`src/rtl/seq_det_pkg.sv`:
```
// rtl/seq_det_pkg.sv - shared helpers for the sequence detector family
package seq_det_pkg;

    localparam int MAX_PAT_W    = 64;
    localparam int MAX_PAT_BITS = 1024;

    function automatic int fill_width(input int pat_len);
        return $clog2(pat_len + 1);
    endfunction

    // Pattern idx occupies patterns[idx*pat_len +: pat_len]; callers truncate to their PAT_LEN.
    function automatic logic [MAX_PAT_W-1:0] get_pat(input logic [MAX_PAT_BITS-1:0] patterns,
                                                     input int idx,
                                                     input int pat_len);
        logic [MAX_PAT_W-1:0] pat;
        pat = '0;
        for (int b = 0; b < MAX_PAT_W; b++) begin
            if (b < pat_len && (idx * pat_len + b) < MAX_PAT_BITS) begin
                pat[b] = patterns[idx * pat_len + b];
            end
        end
        return pat;
    endfunction

endpackage

```
`src/rtl/sat_counter.sv`:
```
// rtl/sat_counter.sv - saturating event counter with synchronous clear
module sat_counter #(
    parameter int CNT_W = 8
) (
    input  logic             clk,
    input  logic             rst,
    input  logic             clr,
    input  logic             inc,
    output logic [CNT_W-1:0] count
);

    always_ff @(posedge clk or negedge rst) begin
        if (!rst) begin
            count <= '0;
        end else if (clr) begin
            count <= '0;
        end else if (inc && (count != {CNT_W{1'b1}})) begin
            count <= count + CNT_W'(1);
        end
    end

endmodule

```
`src/rtl/moore_multi_seq_detector.sv`:
```
// rtl/moore_multi_seq_detector.sv - Moore detector for NUM_PAT programmable serial patterns
module moore_multi_seq_detector
    import seq_det_pkg::*;
#(
    parameter int                          PAT_LEN  = 2,
    parameter int                          NUM_PAT  = 2,
    parameter logic [PAT_LEN*NUM_PAT-1:0]  PATTERNS = 4'b1001,
    parameter int                          OVERLAP  = 1,
    parameter int                          CNT_W    = 8
) (
    input  logic                             clk,
    input  logic                             rst,
    input  logic                             en,
    input  logic                             clr,
    input  logic                             x,
    output logic [NUM_PAT-1:0]               match_vec,
    output logic                             y,
    output logic [fill_width(PAT_LEN)-1:0]   fill,
    output logic [CNT_W-1:0]                 match_cnt
);

    localparam int FILL_W = fill_width(PAT_LEN);
    localparam logic [FILL_W-1:0] FULL = FILL_W'(PAT_LEN);

    logic [PAT_LEN-1:0] history_q;
    logic [PAT_LEN-1:0] history_d;
    logic [FILL_W-1:0]  fill_q;
    logic [FILL_W-1:0]  fill_d;
    logic [NUM_PAT-1:0] cur_hit;
    logic [NUM_PAT-1:0] nxt_hit;

    always_ff @(posedge clk or negedge rst) begin
        if (!rst) begin
            history_q <= '0;
            fill_q    <= '0;
        end else if (clr) begin
            history_q <= '0;
            fill_q    <= '0;
        end else if (en) begin
            history_q <= history_d;
            fill_q    <= fill_d;
        end
    end

    // Without overlap a matching state throws its history away and keeps only the new bit.
    always_comb begin
        history_d = PAT_LEN'({history_q, x});
        fill_d    = (fill_q == FULL) ? fill_q : fill_q + FILL_W'(1);
        if (OVERLAP == 0 && y) begin
            history_d    = '0;
            history_d[0] = x;
            fill_d       = FILL_W'(1);
        end
    end

    for (genvar i = 0; i < NUM_PAT; i++) begin : g_cmp
        localparam logic [PAT_LEN-1:0] PAT = PAT_LEN'(get_pat(MAX_PAT_BITS'(PATTERNS), i, PAT_LEN));
        assign cur_hit[i] = (fill_q == FULL) && (history_q == PAT);
        assign nxt_hit[i] = (fill_d == FULL) && (history_d == PAT);
    end

    always_comb begin
        match_vec = cur_hit;
        y         = |cur_hit;
        fill      = fill_q;
    end

    // One count per enabled edge that lands in a matching state, however many patterns hit.
    sat_counter #(
        .CNT_W (CNT_W)
    ) u_match_cnt (
        .clk   (clk),
        .rst   (rst),
        .clr   (clr),
        .inc   (en && !clr && (|nxt_hit)),
        .count (match_cnt)
    );

endmodule

```
`config.mk`:
```
export PLATFORM = sky130hd
export DESIGN_NAME = moore_multi_seq_detector
export DESIGN_NICKNAME = d
export VERILOG_FILES = /design/src/rtl/seq_det_pkg.sv /design/src/rtl/sat_counter.sv /design/src/rtl/moore_multi_seq_detector.sv
export SDC_FILE = /design/constraint.sdc
export NUM_CORES = 1
export LEC_CHECK = 0
export BUFFER_PORTS_ARGS = -buffer_cell sky130_fd_sc_hd__buf_2
export CORE_AREA = 5 5 42 44
export DETAILED_ROUTE_END_ITERATION = 6
export DIE_AREA = 0 0 47 49
export PLACE_DENSITY = 0.77
export SETUP_SLACK_MARGIN = 0.1
export SLEW_MARGIN = 20
export SYNTH_ARGS = -nofsm -noshare
export SYNTH_HDL_FRONTEND = slang
export SYNTH_SLANG_ARGS = --single-unit
export TNS_END_PERCENT = 1
```
`constraint.sdc`:
```
create_clock -name clk -period 3.41 [get_ports clk]
set_clock_uncertainty 0.15 [all_clocks]
set_input_delay 0.341 -clock clk [delete_from_list [all_inputs] [get_ports clk]]
set_output_delay 0.341 -clock clk [all_outputs]
set_load 0.02 [all_outputs]
```
== Yosys cells after proc, flatten, opt, wreduce, memory -nomap -nowiden ==
Index checks and enable logic that the tools add are counted.
Widths: inputs -> output; s select.

* Multiplexer cells: 7
* Eq/ne operators: 7
* Reductions and logical operators: 12
* Add/subtract/negate cells: 2

{| class="wikitable"
|+ Operators with widths
! cell !! number
|-
| $mux 8 || 2
|-
| $mux 2 || 5
|-
| $add 8x1->8 const B || 1
|-
| $eq 2x2->1 const B || 4
|-
| $ne 8x8->1 const B || 1
|-
| $logic_and 1x1->1 || 7
|-
| $eq 2x1->1 const B || 2
|-
| $reduce_bool 2->1 || 2
|-
| $reduce_or 2->1 || 2
|-
| $add 2x1->2 const B || 1
|-
| $logic_not 1->1 || 1
|}

* Bits in registers: 12
* Bits of input ports: 5
* Word-level logic and storage cells: 31
* Output and inout port bits: 13

== Longest topological paths before layout ==
* Depth after elaboration: 9
* Mapped depth: 7
* Mapped depth without buffers: 6

== Hierarchy ==
From an unflattened synthesis, not the netlist that was laid out.

* Cell total of the unflattened synthesis: 74
* Area total of the unflattened synthesis: 709.4 um2

{| class="wikitable"
|+ By module, submodules not included
! module !! cells an instance !! area each (um2) !! sequential area each (um2) !! instances
|-
| sat_counter || 49 || 464.2 || 200.2 || 1
|-
| moore_multi_seq_detector || 25 || 245.2 || 100.1 || 1
|}

== Least setup slack after synthesis ==
OpenSTA, ideal clock, no wires.

* Path kind: reg2reg
* From: register fill_q[0] (netlist: fill[0])
* To: register u_match_cnt.count[7]
* Arrival time: 1.851 ns
* Library setup time: 0.078 ns
* Required time: 3.182 ns
* Path buffers: 1
* Period minus slack after synthesis: 2.079 ns
* Path slack: 1.331 ns
* Stages on the path, launching flop included: 8
* Path through: dfrtp_1 > inv_1 > ha_1 > and3b_1 > o211ai_2 > buf_6 > or4_1 > a21oi_1

* Cells in the longest elaborated chain, start to end: 8
* Elaborated cells on any way between the ends: 10
* Those cells by class: add/sub: 1; eq/ne: 2; mux: 1; reduce/logical: 6

{| class="wikitable"
|+ Ends and longest elaborated chain
! what !! line !! text
|-
| start: declaration || moore_multi_seq_detector.sv:27 || <nowiki>logic [FILL_W-1:0] fill_q;</nowiki>
|-
| start signal: assignment || moore_multi_seq_detector.sv:41 || <nowiki>fill_q <= fill_d;</nowiki>
|-
| $add 2x1->2 / $eq 2x2->1 (equally long branches) || moore_multi_seq_detector.sv:48 || <nowiki>fill_d = (fill_q == FULL) ? fill_q : fill_q + FILL_W'(1);</nowiki>
|-
| $mux 2 (*) || moore_multi_seq_detector.sv:48 ||
|-
| $eq 2x2->1 (*) || moore_multi_seq_detector.sv:59 || <nowiki>assign nxt_hit[i] = (fill_d == FULL) && (history_d == PAT);</nowiki>
|-
| $logic_and 1x1->1 || moore_multi_seq_detector.sv:59 ||
|-
| $reduce_or 2->1 (*) || moore_multi_seq_detector.sv:75 || <nowiki>.inc (en && !clr && (|nxt_hit)),</nowiki>
|-
| $logic_and 1x1->1 (*) || moore_multi_seq_detector.sv:75 ||
|-
| $logic_and 1x1->1 (*) || sat_counter.sv:17 || <nowiki>end else if (inc && (count != {CNT_W{1'b1}})) begin</nowiki>
|-
| $reduce_bool 2->1 (no line) (*) || n/a ||
|-
| end signal: assignment || sat_counter.sv:18 || <nowiki>count <= count + CNT_W'(1);</nowiki>
|-
| end: declaration || sat_counter.sv:9 || <nowiki>output logic [CNT_W-1:0] count</nowiki>
|}

Mark *: on every way between the ends. The rest lies on a longest branch, timed or not.
A chain may end at the register's enable or synchronous reset.

== Final worst setup path ==
* From: register fill_q[1] (netlist: fill[1])
* To: register u_match_cnt.count[5]

The elaborated chain is that of the path after synthesis.

==> impl_metrics.csv <==
group,metric,value,unit
run_status,outcome,"complete, no violations",
route,vias,546,
floorplanning,core_area,1400,sq um
route,antenna_left,0,
critical_path,end_kind,"register",
finish,final-instance-count-excl-fill,101,
synth,synth_fa_ha_area_share,5.62,%
pwr,ir_drop,184,uV
timing,max_freq,0.469,GHz
timing,finalSetupViolations,0,
pwr,pwr-share-comb,12.1,%
pwr,power.internal,225,uW
critical_path,r2r-start,"fill[1]",
synth,ys_types,26,
finish,final_common_cell,"buf_2",
timing,hold_violations,0,
timing,worstMarginPinSlew,454,ps
route,vias_per_cell,5.41,
clock_tree,cts_setup_buffers,0,
worst_hold_path,min_from,"x",
synth,synth_compound_area_share,11.4,%
worst_hold_path,worstHoldEndpoint,"history_q[0]",
timing,slew_headroom,69.6,%
global_routing,grt_pass1_wl,2.27,mm
critical_path,reg2reg_depth,6,
route,dr.first_iter.drc_count,27,
clock_tree,cts_sinks,12,
flow_run,maxCapViolCount,0,
global_routing,grt_max_degree,14,
timing,hold_slack,222,ps
synth,netlist_area,668,sq um
floorplanning,rows,14,
clock_tree,htreeDepth,1,
clock_tree,clk_path_buf_depth,2,
synth,synth_top_family_by_area,"simple AND/OR/NAND/NOR gates",
route,wirelength,1.29,mm
synth,synth-simple-area-share,20.6,%
synth,seq_area_frac_synth,44.9,%
timing,fin_crit_sh,62.6,%
timing,setup_tns,0,ps
floorplanning,start_util,47.7,%
synth,syn_inst,66,
critical_path,r2r-end,"u_match_cnt.count[5]",
synth,ys_ff_latch,12,
pwr,p_switching,71.7,uW
route,remaining_drc_errors,0,
worst_hold_path,hold_class,"input pin to register",
timing,min_period,2130,ps
route,drt_first_pass_iters,4,
route,wire_per_inst,12.8,um
critical_path,crit_type,"register to register",
finish,layout.nets,94,
pwr,switching_share,24.2,%
global_routing,grt_overflow,0,
synth,synth-warning-count,0,
finish,seqCellArea,300,sq um
floorplanning,pin_count,18,
worst_hold_path,hold_depth,3,
finish,antenna_cells,0,
pwr,p_leak,0.000413,uW
global_routing,antenna_found_initial,0,
clock_tree,cts_root_buf,"clkbuf_4",
clock_tree,cts.clk_slew.worst_paths,70,ps
floorplanning,fp.dieW,47,um
pwr,clock_power_share,37.3,%
timing,slew_violations,0,
finish,final_cell_mix,"buf_2, dfrtp_1, nor2_1",
global_routing,grt_use_total,13.3,%
placement,dpl.cell_count,96,
finish,area_growth_syn_to_layout,19.7,%
critical_path,path_max_fanout,11,
critical_path,start_kind,"register",
clock_tree,clk_latency,260,ps
critical_path,regToRegSetupSlack,1280,ps
pwr,pwr-share-seq,50.6,%
finish,fillers,128,
finish,multi_input_area,337,sq um
timing,rsz0062_at_grt,"no",
critical_path,worstPathArrival,2170,ps
placement,numPortBuffers,17,
placement,place.gp.congestion,0.797,
floorplanning,die_area,2300,sq um
critical_path,cp.required,3440,ps
pwr,powerDensity,371,nW/um^2
floorplanning,fp.dieH,49,um
synth,synth_xor_area_share,3.75,%
clock_tree,numCtsBuffers,3,
synth,synth.area.mux_share,8.99,%
synth,synth.avg_cell_area,10.1,sq um
placement,hpwlAfterDp,974,um
global_routing,grt_pass1_vias,538,
clock_tree,tritoncts,"done",
finish,drive_gt1_share,32.9,%
synth,syn_nets,74,
-- critical path, stage by stage (launching register included) --
cell      delay, ps
dfrtp_1         390
inv_1            60
ha_1            280
and3b_1         220
o211ai_2        220
or4_1           550
a21oi_1         180
-- power groups by stage --
stage | clock (uW) | sequential [uW] | combinational [uW]
floorplan | 0 | 156 | 20.8
global placement | 0 | 152 | 34.7
detailed placement | 0 | 153 | 35.7
CTS | 115 | 150 | 36.6
global route | 125 | 151 | 40.4
finish | 111 | 150 | 35.9
-- per-stage QoR --
stage	instance area, sq um	worst slack [ps]	power [uW]	utilization, %
CTS	800	1270	302	57.1
global placement	753	1400	187	53.8
detailed placement	753	1290	189	53.8
floorplan	668	1330	177	-
finish	800	1280	296	57.1
global route	800	1140	316	57.1
-- synthesized netlist by cell type --
cell type	number	area share (%)
nand2_1	4	2.2
and3_2	1	1.1
nand3_1	2	1.5
a31oi_1	1	0.94
or2_2	1	0.94
or4_1	2	2.2
xor2_1	1	1.3
o211ai_2	1	1.9
and3b_2	1	1.5
nor3_1	1	0.75
nand4_1	2	1.9
xor2_2	1	2.4
mux2i_1	6	9.0
dfrtp_1	12	45
buf_6	1	1.7
o21ai_0	3	2.2
inv_1	3	1.7
buf_2	1	0.75
ha_1	3	5.6
o31ai_1	3	3.4
or3_2	2	2.2
nor2_1	7	3.9
clkbuf_1	1	0.56
a21oi_1	4	3.0
and3b_1	1	1.3
nand2b_1	1	0.94
-- how the worst max path moves through the flow --
stage / startpoint / end / slack, ps / depth (start not counted)
3_5_place_dp: fill[1] / u_match_cnt.count[5] / 1290 / 6
5_1_grt: fill[0] / u_match_cnt.count[5] / 1140 / 6
6_report: fill[1] / u_match_cnt.count[5] / 1280 / 6
3_3_place_gp: fill[1] / u_match_cnt.count[5] / 1400 / 6
4_1_cts: fill[1] / u_match_cnt.count[5] / 1270 / 6
2_1_floorplan: fill[0] / u_match_cnt.count[7] / 1330 / 7
-- registers in the layout (all words and copies together), names as in the netlist --
| signal | flops |
|---|---|
| fill | 2 |
| history_q | 2 |
| u_match_cnt.count | 8 |
-- kinds of logic after synthesis --
kind of cell | after synthesis
buf+inv | 6
fa+ha+maj | 3
flops | 12
mux | 6
compound gates | 12
simple gates | 25
xor+xnor | 2
-- layout make-up --
type / count / share of cell area, %
repair buffers: 18 / 11.9
multi-input cells: 48 / 42.1
flip-flops and latches: 12 / 37.6
well taps: 16 / 2.50
clock buffers: 4 / 4.54
inverters: 3 / 1.41
-- what timing repair did --
item	CTS	global route
resized for setup	0	0
hold buffers	1	0
endpoints found under the hold margin	12	0
-- layer usage --
metal  global-route usage (%)  wire length [um]  up-vias
met1                     18.3               589      257
met2                     18.8               614       14
met5                        0                 0        -
li1                         -                 -      273
met4                     6.45                12        0
met3                     3.69                71        2
No activity file was read; power rests on OpenSTA's default activity.
